===== src/rtl/v810_exc_seq.sv =====
// V810 exception/interrupt entry sequencer.
// Accepts one exception or maskable interrupt, saves PC/PSW, updates ECR
// and PSW through the sysreg write port, then redirects fetch to the handler.
module v810_exc_seq #(
   parameter logic [4:0] SR_EIPC  = 5'd0,
   parameter logic [4:0] SR_EIPSW = 5'd1,
   parameter logic [4:0] SR_FEPC  = 5'd2,
   parameter logic [4:0] SR_FEPSW = 5'd3,
   parameter logic [4:0] SR_ECR   = 5'd4,
   parameter logic [4:0] SR_PSW   = 5'd5
) (
   input  logic        CLK,
   input  logic        RES,
   input  logic        CE,
   input  logic        EXC_REQ,
   input  logic [15:0] EXC_CODE,
   input  logic [31:0] EXC_VEC,
   input  logic [31:0] EXC_PC,
   input  logic        INT_REQ,
   input  logic [3:0]  INT_LEVEL,
   input  logic [31:0] INT_PC,
   input  logic [31:0] PSW_IN,
   input  logic [31:0] ECR_IN,
   output logic [4:0]  WA,
   output logic [31:0] WD,
   output logic        WE,
   output logic        BUSY,
   output logic        EXC_ACK,
   output logic        INT_ACK,
   output logic        REDIR_VALID,
   output logic [31:0] REDIR_PC,
   output logic        HALTED
);

   typedef enum logic [2:0] {
      S_IDLE     = 3'd0,
      S_SAVE_PC  = 3'd1,
      S_SAVE_PSW = 3'd2,
      S_SAVE_ECR = 3'd3,
      S_SET_PSW  = 3'd4,
      S_REDIRECT = 3'd5,
      S_FATAL    = 3'd6
   } state_t;

   state_t      state_q, state_d;
   logic [31:0] pc_q, psw_q, ecr_q, vec_q;
   logic [15:0] code_q;
   logic [3:0]  lvl_q;
   logic        int_q, dup_q;
   logic        take_exc, take_int;
   logic        int_ok;
   logic [31:0] psw_new;

   // Interrupt is unmasked only with ID/EP/NP clear and level at or above PSW.I
   assign int_ok = INT_REQ && !EXC_REQ && !PSW_IN[12] && !PSW_IN[14] && !PSW_IN[15]
                   && (INT_LEVEL >= PSW_IN[19:16]);

   // Handler-entry PSW: ID set, AE cleared, EP or NP raised, I bumped for interrupts
   always_comb begin
      psw_new     = psw_q;
      psw_new[12] = 1'b1;
      psw_new[13] = 1'b0;
      if (dup_q) psw_new[15] = 1'b1;
      else       psw_new[14] = 1'b1;
      if (int_q) psw_new[19:16] = (lvl_q == 4'hF) ? 4'hF : lvl_q + 4'd1;
   end

   // Next-state and output decode; RES forces every output low
   always_comb begin
      state_d     = state_q;
      WA          = '0;
      WD          = '0;
      WE          = 1'b0;
      BUSY        = 1'b0;
      EXC_ACK     = 1'b0;
      INT_ACK     = 1'b0;
      REDIR_VALID = 1'b0;
      REDIR_PC    = '0;
      HALTED      = 1'b0;
      take_exc    = 1'b0;
      take_int    = 1'b0;
      if (!RES) begin
         BUSY = (state_q != S_IDLE);
         case (state_q)
            S_IDLE: begin
               if (CE && EXC_REQ) begin
                  take_exc = 1'b1;
                  EXC_ACK  = 1'b1;
                  state_d  = PSW_IN[15] ? S_FATAL : S_SAVE_PC;
               end else if (CE && int_ok) begin
                  take_int = 1'b1;
                  INT_ACK  = 1'b1;
                  state_d  = S_SAVE_PC;
               end
            end
            S_SAVE_PC: begin
               WE = 1'b1;
               WA = dup_q ? SR_FEPC : SR_EIPC;
               WD = pc_q;
               if (CE) state_d = S_SAVE_PSW;
            end
            S_SAVE_PSW: begin
               WE = 1'b1;
               WA = dup_q ? SR_FEPSW : SR_EIPSW;
               WD = psw_q;
               if (CE) state_d = S_SAVE_ECR;
            end
            S_SAVE_ECR: begin
               WE = 1'b1;
               WA = SR_ECR;
               WD = dup_q ? {code_q, ecr_q[15:0]} : {ecr_q[31:16], code_q};
               if (CE) state_d = S_SET_PSW;
            end
            S_SET_PSW: begin
               WE = 1'b1;
               WA = SR_PSW;
               WD = psw_new;
               if (CE) state_d = S_REDIRECT;
            end
            S_REDIRECT: begin
               REDIR_VALID = 1'b1;
               REDIR_PC    = vec_q;
               if (CE) state_d = S_IDLE;
            end
            S_FATAL: begin
               HALTED = 1'b1;
            end
            default: state_d = S_IDLE;
         endcase
      end
   end

   // State register and context latches, captured on the acceptance edge
   always_ff @(posedge CLK) begin
      if (RES) begin
         state_q <= S_IDLE;
         pc_q    <= '0;
         psw_q   <= '0;
         ecr_q   <= '0;
         vec_q   <= '0;
         code_q  <= '0;
         lvl_q   <= '0;
         int_q   <= 1'b0;
         dup_q   <= 1'b0;
      end else if (CE) begin
         state_q <= state_d;
         if (take_exc) begin
            pc_q   <= EXC_PC;
            psw_q  <= PSW_IN;
            ecr_q  <= ECR_IN;
            code_q <= EXC_CODE;
            vec_q  <= PSW_IN[14] ? 32'hFFFF_FFD0 : EXC_VEC;
            dup_q  <= PSW_IN[14];
            int_q  <= 1'b0;
            lvl_q  <= '0;
         end else if (take_int) begin
            pc_q   <= INT_PC;
            psw_q  <= PSW_IN;
            ecr_q  <= ECR_IN;
            code_q <= {8'hFE, INT_LEVEL, 4'h0};
            vec_q  <= {24'hFF_FFFE, INT_LEVEL, 4'h0};
            dup_q  <= 1'b0;
            int_q  <= 1'b1;
            lvl_q  <= INT_LEVEL;
         end
      end
   end

endmodule


===== config.mk =====
export PLATFORM = sky130hd
export DESIGN_NAME = v810_exc_seq
export DESIGN_NICKNAME = d
export VERILOG_FILES = /design/src/rtl/v810_exc_seq.sv
export SDC_FILE = /design/constraint.sdc
export NUM_CORES = 1
export LEC_CHECK = 0
export ABC_AREA = 1
export BUFFER_PORTS_ARGS = -buffer_cell sky130_fd_sc_hd__clkbuf_2
export CORE_UTILIZATION = 52
export CTS_CLUSTER_SIZE = 20
export DETAILED_ROUTE_END_ITERATION = 6
export PLACE_DENSITY = 0.83
export SYNTH_ARGS = -nofsm -noshare
export SYNTH_HDL_FRONTEND = slang
export SYNTH_SLANG_ARGS = --single-unit

===== constraint.sdc =====
create_clock -name CLK -period 2.8 [get_ports CLK]
set_input_delay 0.84 -clock CLK [delete_from_list [all_inputs] [get_ports CLK]]
set_output_delay 0.84 -clock CLK [all_outputs]
set_load 0.05 [all_outputs]

==> impl_results.md <==
* Vias at 9401
* Worst Setup Slack, final at -7.17 ps
* Reg-to-reg slack, setup at 590 ps
* Worst Tran Pin Value at between 600 and 700 ps
* RD Place Congestion at ~0.86
* MaxCap Viol Count at 0
* Starting Density at 0.540
* H-tree depth at 4
* WHS at 483 ps
* Warnings from Yosys at 0
* I/O pin count at 260
* Maximum fanout along the worst path at 2
* CTS Sinks at around 150
* Hold path startpoint: vec_q[27]$_SDFFE_PP0P_
* Combinational Power Share at 0.198
* Min-Delay Endpoint: vec_q[27]$_SDFFE_PP0P_
* First-pass GRT wire length at around 42000 µm
* Critical Path AT at 1970 ps
* Async S/R FF share, synth at 0
* Cells after synthesis at 1330
* Initial antenna violation count at 0
* Die Height at 129 µm
* Total Routing Usage GR at 0.325
* Final hold vios at 0
* Reg-to-reg critical path startpoint: state_q[1]$_SDFFE_PP0P_
* # hold bufs at CTS at 0
* Residual DRC at 0
* Violated checks: setup timing
* Antenna Cells at 0
* Die area at 16500 µm²
* Fmax at 0.356 GHz
* Switching part of the total at 0.292
* CTS Buf Count at 17
* Core Region at ~15000 µm²
* DR iter-0 viols at ~920
* Non-Filler Instances at 1786
* Min cycle time layout at 2810 ps
* WS Path Type: input pin to output port
* Ys flop type: dfxtp_1
* Grt total ovfl at 0
* Worst slew margin at 0.571
* Post-synth EDFFs at 0
* Sequential share of power at 0.390
* Largest net degree at the start of global routing at 100
* Final layout net count at 1752
* Pre-CTS setup slack at -232 ps
* CTS root buf: clkbuf_16
* Vias/cell at 5.26
* Total negative slack at -7.17 ps
* Hold Path Class: flop to flop
* Post-synthesis sequential area ratio at 0.368
* Critical R2R Capture: ecr_q[26]$_SDFFE_PP0P_
* Wire length per cell at 15.2 µm
* Routed WL at 27200 µm
* Max Clock Skew at ~5.0 ps
* Clock power share at 0.412
* Layout cell share with drive strength beyond 1 at 0.258
* Ranking of synthesized cells by area: dfxtp_1 37%, nor2_1 13%, nand2_1 12%
* Leak at between 5 and 6 nW
* Slew Viols, Final at 0
* Status: finished, violations left
* Cell area after synthesis at 8330 µm²
* Avg Inst Size Synth at approximately 6.3 µm²
* Top-area cell type share of the netlist area at 0.368
* Number of global-route vias before repair at about 8300
* #FFs+latches synth at 153
* Clock transition at the registers of the reported paths at 70 ps
* P_int at 4.36 mW
* Setup crit end kind: output port
* Worst r2r path cells at 11
* Layout Area Growth over Synthesis at 35.4%
* Worst vdd ir at 0.472 mV
* Detail Route Antenna Nets at 0
* RSZ-0062 raised after global routing: yes
* Final setup viols at 1
* Synth unique cells at 36
* Pwr Density at 546 nW/µm²
* Top-count cell post-synth: nor2_1
* CTS tree: built
* Final core utilization at 0.731
* Final period util at 1.00
* Port Buf Inserts at about 260
* Post-Place Cells at approximately 1700
* Hold Path Stages at 2
* Die Wd at 129 µm
* Row Count at 45
* Area leader, netlist: dfxtp_1
* Sw Pwr at 1.80 mW
* CTS max path bufs at 2
* Critical Path RT at 1960 ps
* Critical Path Start Type: input pin
* Post-DP HPWL at 17600 µm
* Router iterations before antenna repair at 6
* Most instantiated cells after synthesis: 299 x nor2_1, 273 x nand2_1, 153 x dfxtp_1
* Worst skew pair latency at around 440 ps
-- flip-flops by register name, indices dropped and copies added (netlist names) --
register	count
code_q	16
dup_q	1
ecr_q	32
int_q	1
lvl_q	4
pc_q	32
psw_q	32
state_q	3
vec_q	32
-- critical path, cell delays in order --
cell and delay [ps]:
buf_8 80, inv_4 30, ha_4 250, nand2_1 60
nand2_1 90, nand2_2 90, nand3_4 80, nand3_4 70
nor4_4 200, buf_12 180
-- cells by family (layout without fill, tap and decap cells) --
group / count (synthesis) / in the layout / synth area share
other cells: 1 / 2 / 0.000450
fa+ha+maj: 5 / 5 / 0.00751
compound gates: 196 / 196 / 0.124
flops: 153 / 153 / 0.368
simple gates: 728 / 728 / 0.374
buf+inv: 247 / 491 / 0.127
-- metrics by stage --
stage	total power, mW	area, µm²
floorplan	3.12	8400
global placement	3.48	10000
detailed placement	3.50	10000
CTS	6.06	11000
global route	6.39	11300
finish	6.15	11300
-- power by group through the flow --
stage | clock, mW | sequential, mW | combinational [mW]
after floorplan | 0 | 2.41 | 0.708
after global placement | 0 | 2.43 | 1.05
after detailed placement | 0 | 2.44 | 1.06
after CTS | 2.54 | 2.39 | 1.12
after global routing | 2.64 | 2.42 | 1.33
final | 2.53 | 2.40 | 1.22
-- cell type report --
type / instances / area [µm²]
Fill cell: 1264 / 4150
Sequential cell: 153 / 3070
Multi-Input combinational cell: 931 / 4460
Clock inverter: 13 / 189
Inverter: 154 / 599
Timing Repair Buffer: 305 / 2240
Clock buffer: 19 / 453
Tap cell: 211 / 264
-- how the worst max path moves through the flow --
stage	startpoint	to
3_3_place_gp	PSW_IN[19]	INT_ACK
4_1_cts	state_q[2]$_SDFFE_PP0P_	WD[19]
2_1_floorplan	RES	REDIR_PC[22]
3_5_place_dp	PSW_IN[19]	INT_ACK
5_1_grt	PSW_IN[17]	INT_ACK
6_report	PSW_IN[17]	INT_ACK
-- what timing repair did --
| item | in CTS | in global routing |
|---|---|---|
| endpoints found under the hold margin | 0 | 0 |
| gates cloned | 1 | 2 |
| resized for setup | 69 | 77 |
| pin swaps | 4 | 15 |
| setup endpoints to repair | 36 | 66 |
| setup buffers | 2 | 6 |
-- routing by layer --
layer | global-route usage | vias to the layer above | part of all wire
li1 | - | 4613 | -
met1 | 0.416 | 4288 | 0.40
met2 | 0.536 | 450 | 0.48
met3 | 0.0782 | 50 | 0.090
met4 | 0.107 | 0 | 0.023
met5 | 0 | - | 0
-- cells in the final DEF, fill, tap and decap left out, types with 3 or more instances in the layout --
cell	instances
inv_6	4
nand3_1	78
nand2_1	269
clkbuf_2	213
o21ai_1	15
nand3b_1	49
dfxtp_4	3
bufinv_16	4
o21ai_0	66
nor3_1	4
buf_8	4
inv_4	3
buf_6	13
clkbuf_4	6
o211ai_1	3
ha_4	4
o22ai_2	3
clkinvlp_4	3
inv_2	8
a21oi_1	81
buf_4	31
nor2_1	294
o22ai_1	10
clkinv_2	4
a21oi_2	8
buf_12	23
clkbuf_16	19
dfxtp_1	150
clkbuf_8	15
nand3_4	6
nand2_2	4
nor2_2	14
inv_1	139
(Power assumes the default switching activity.)
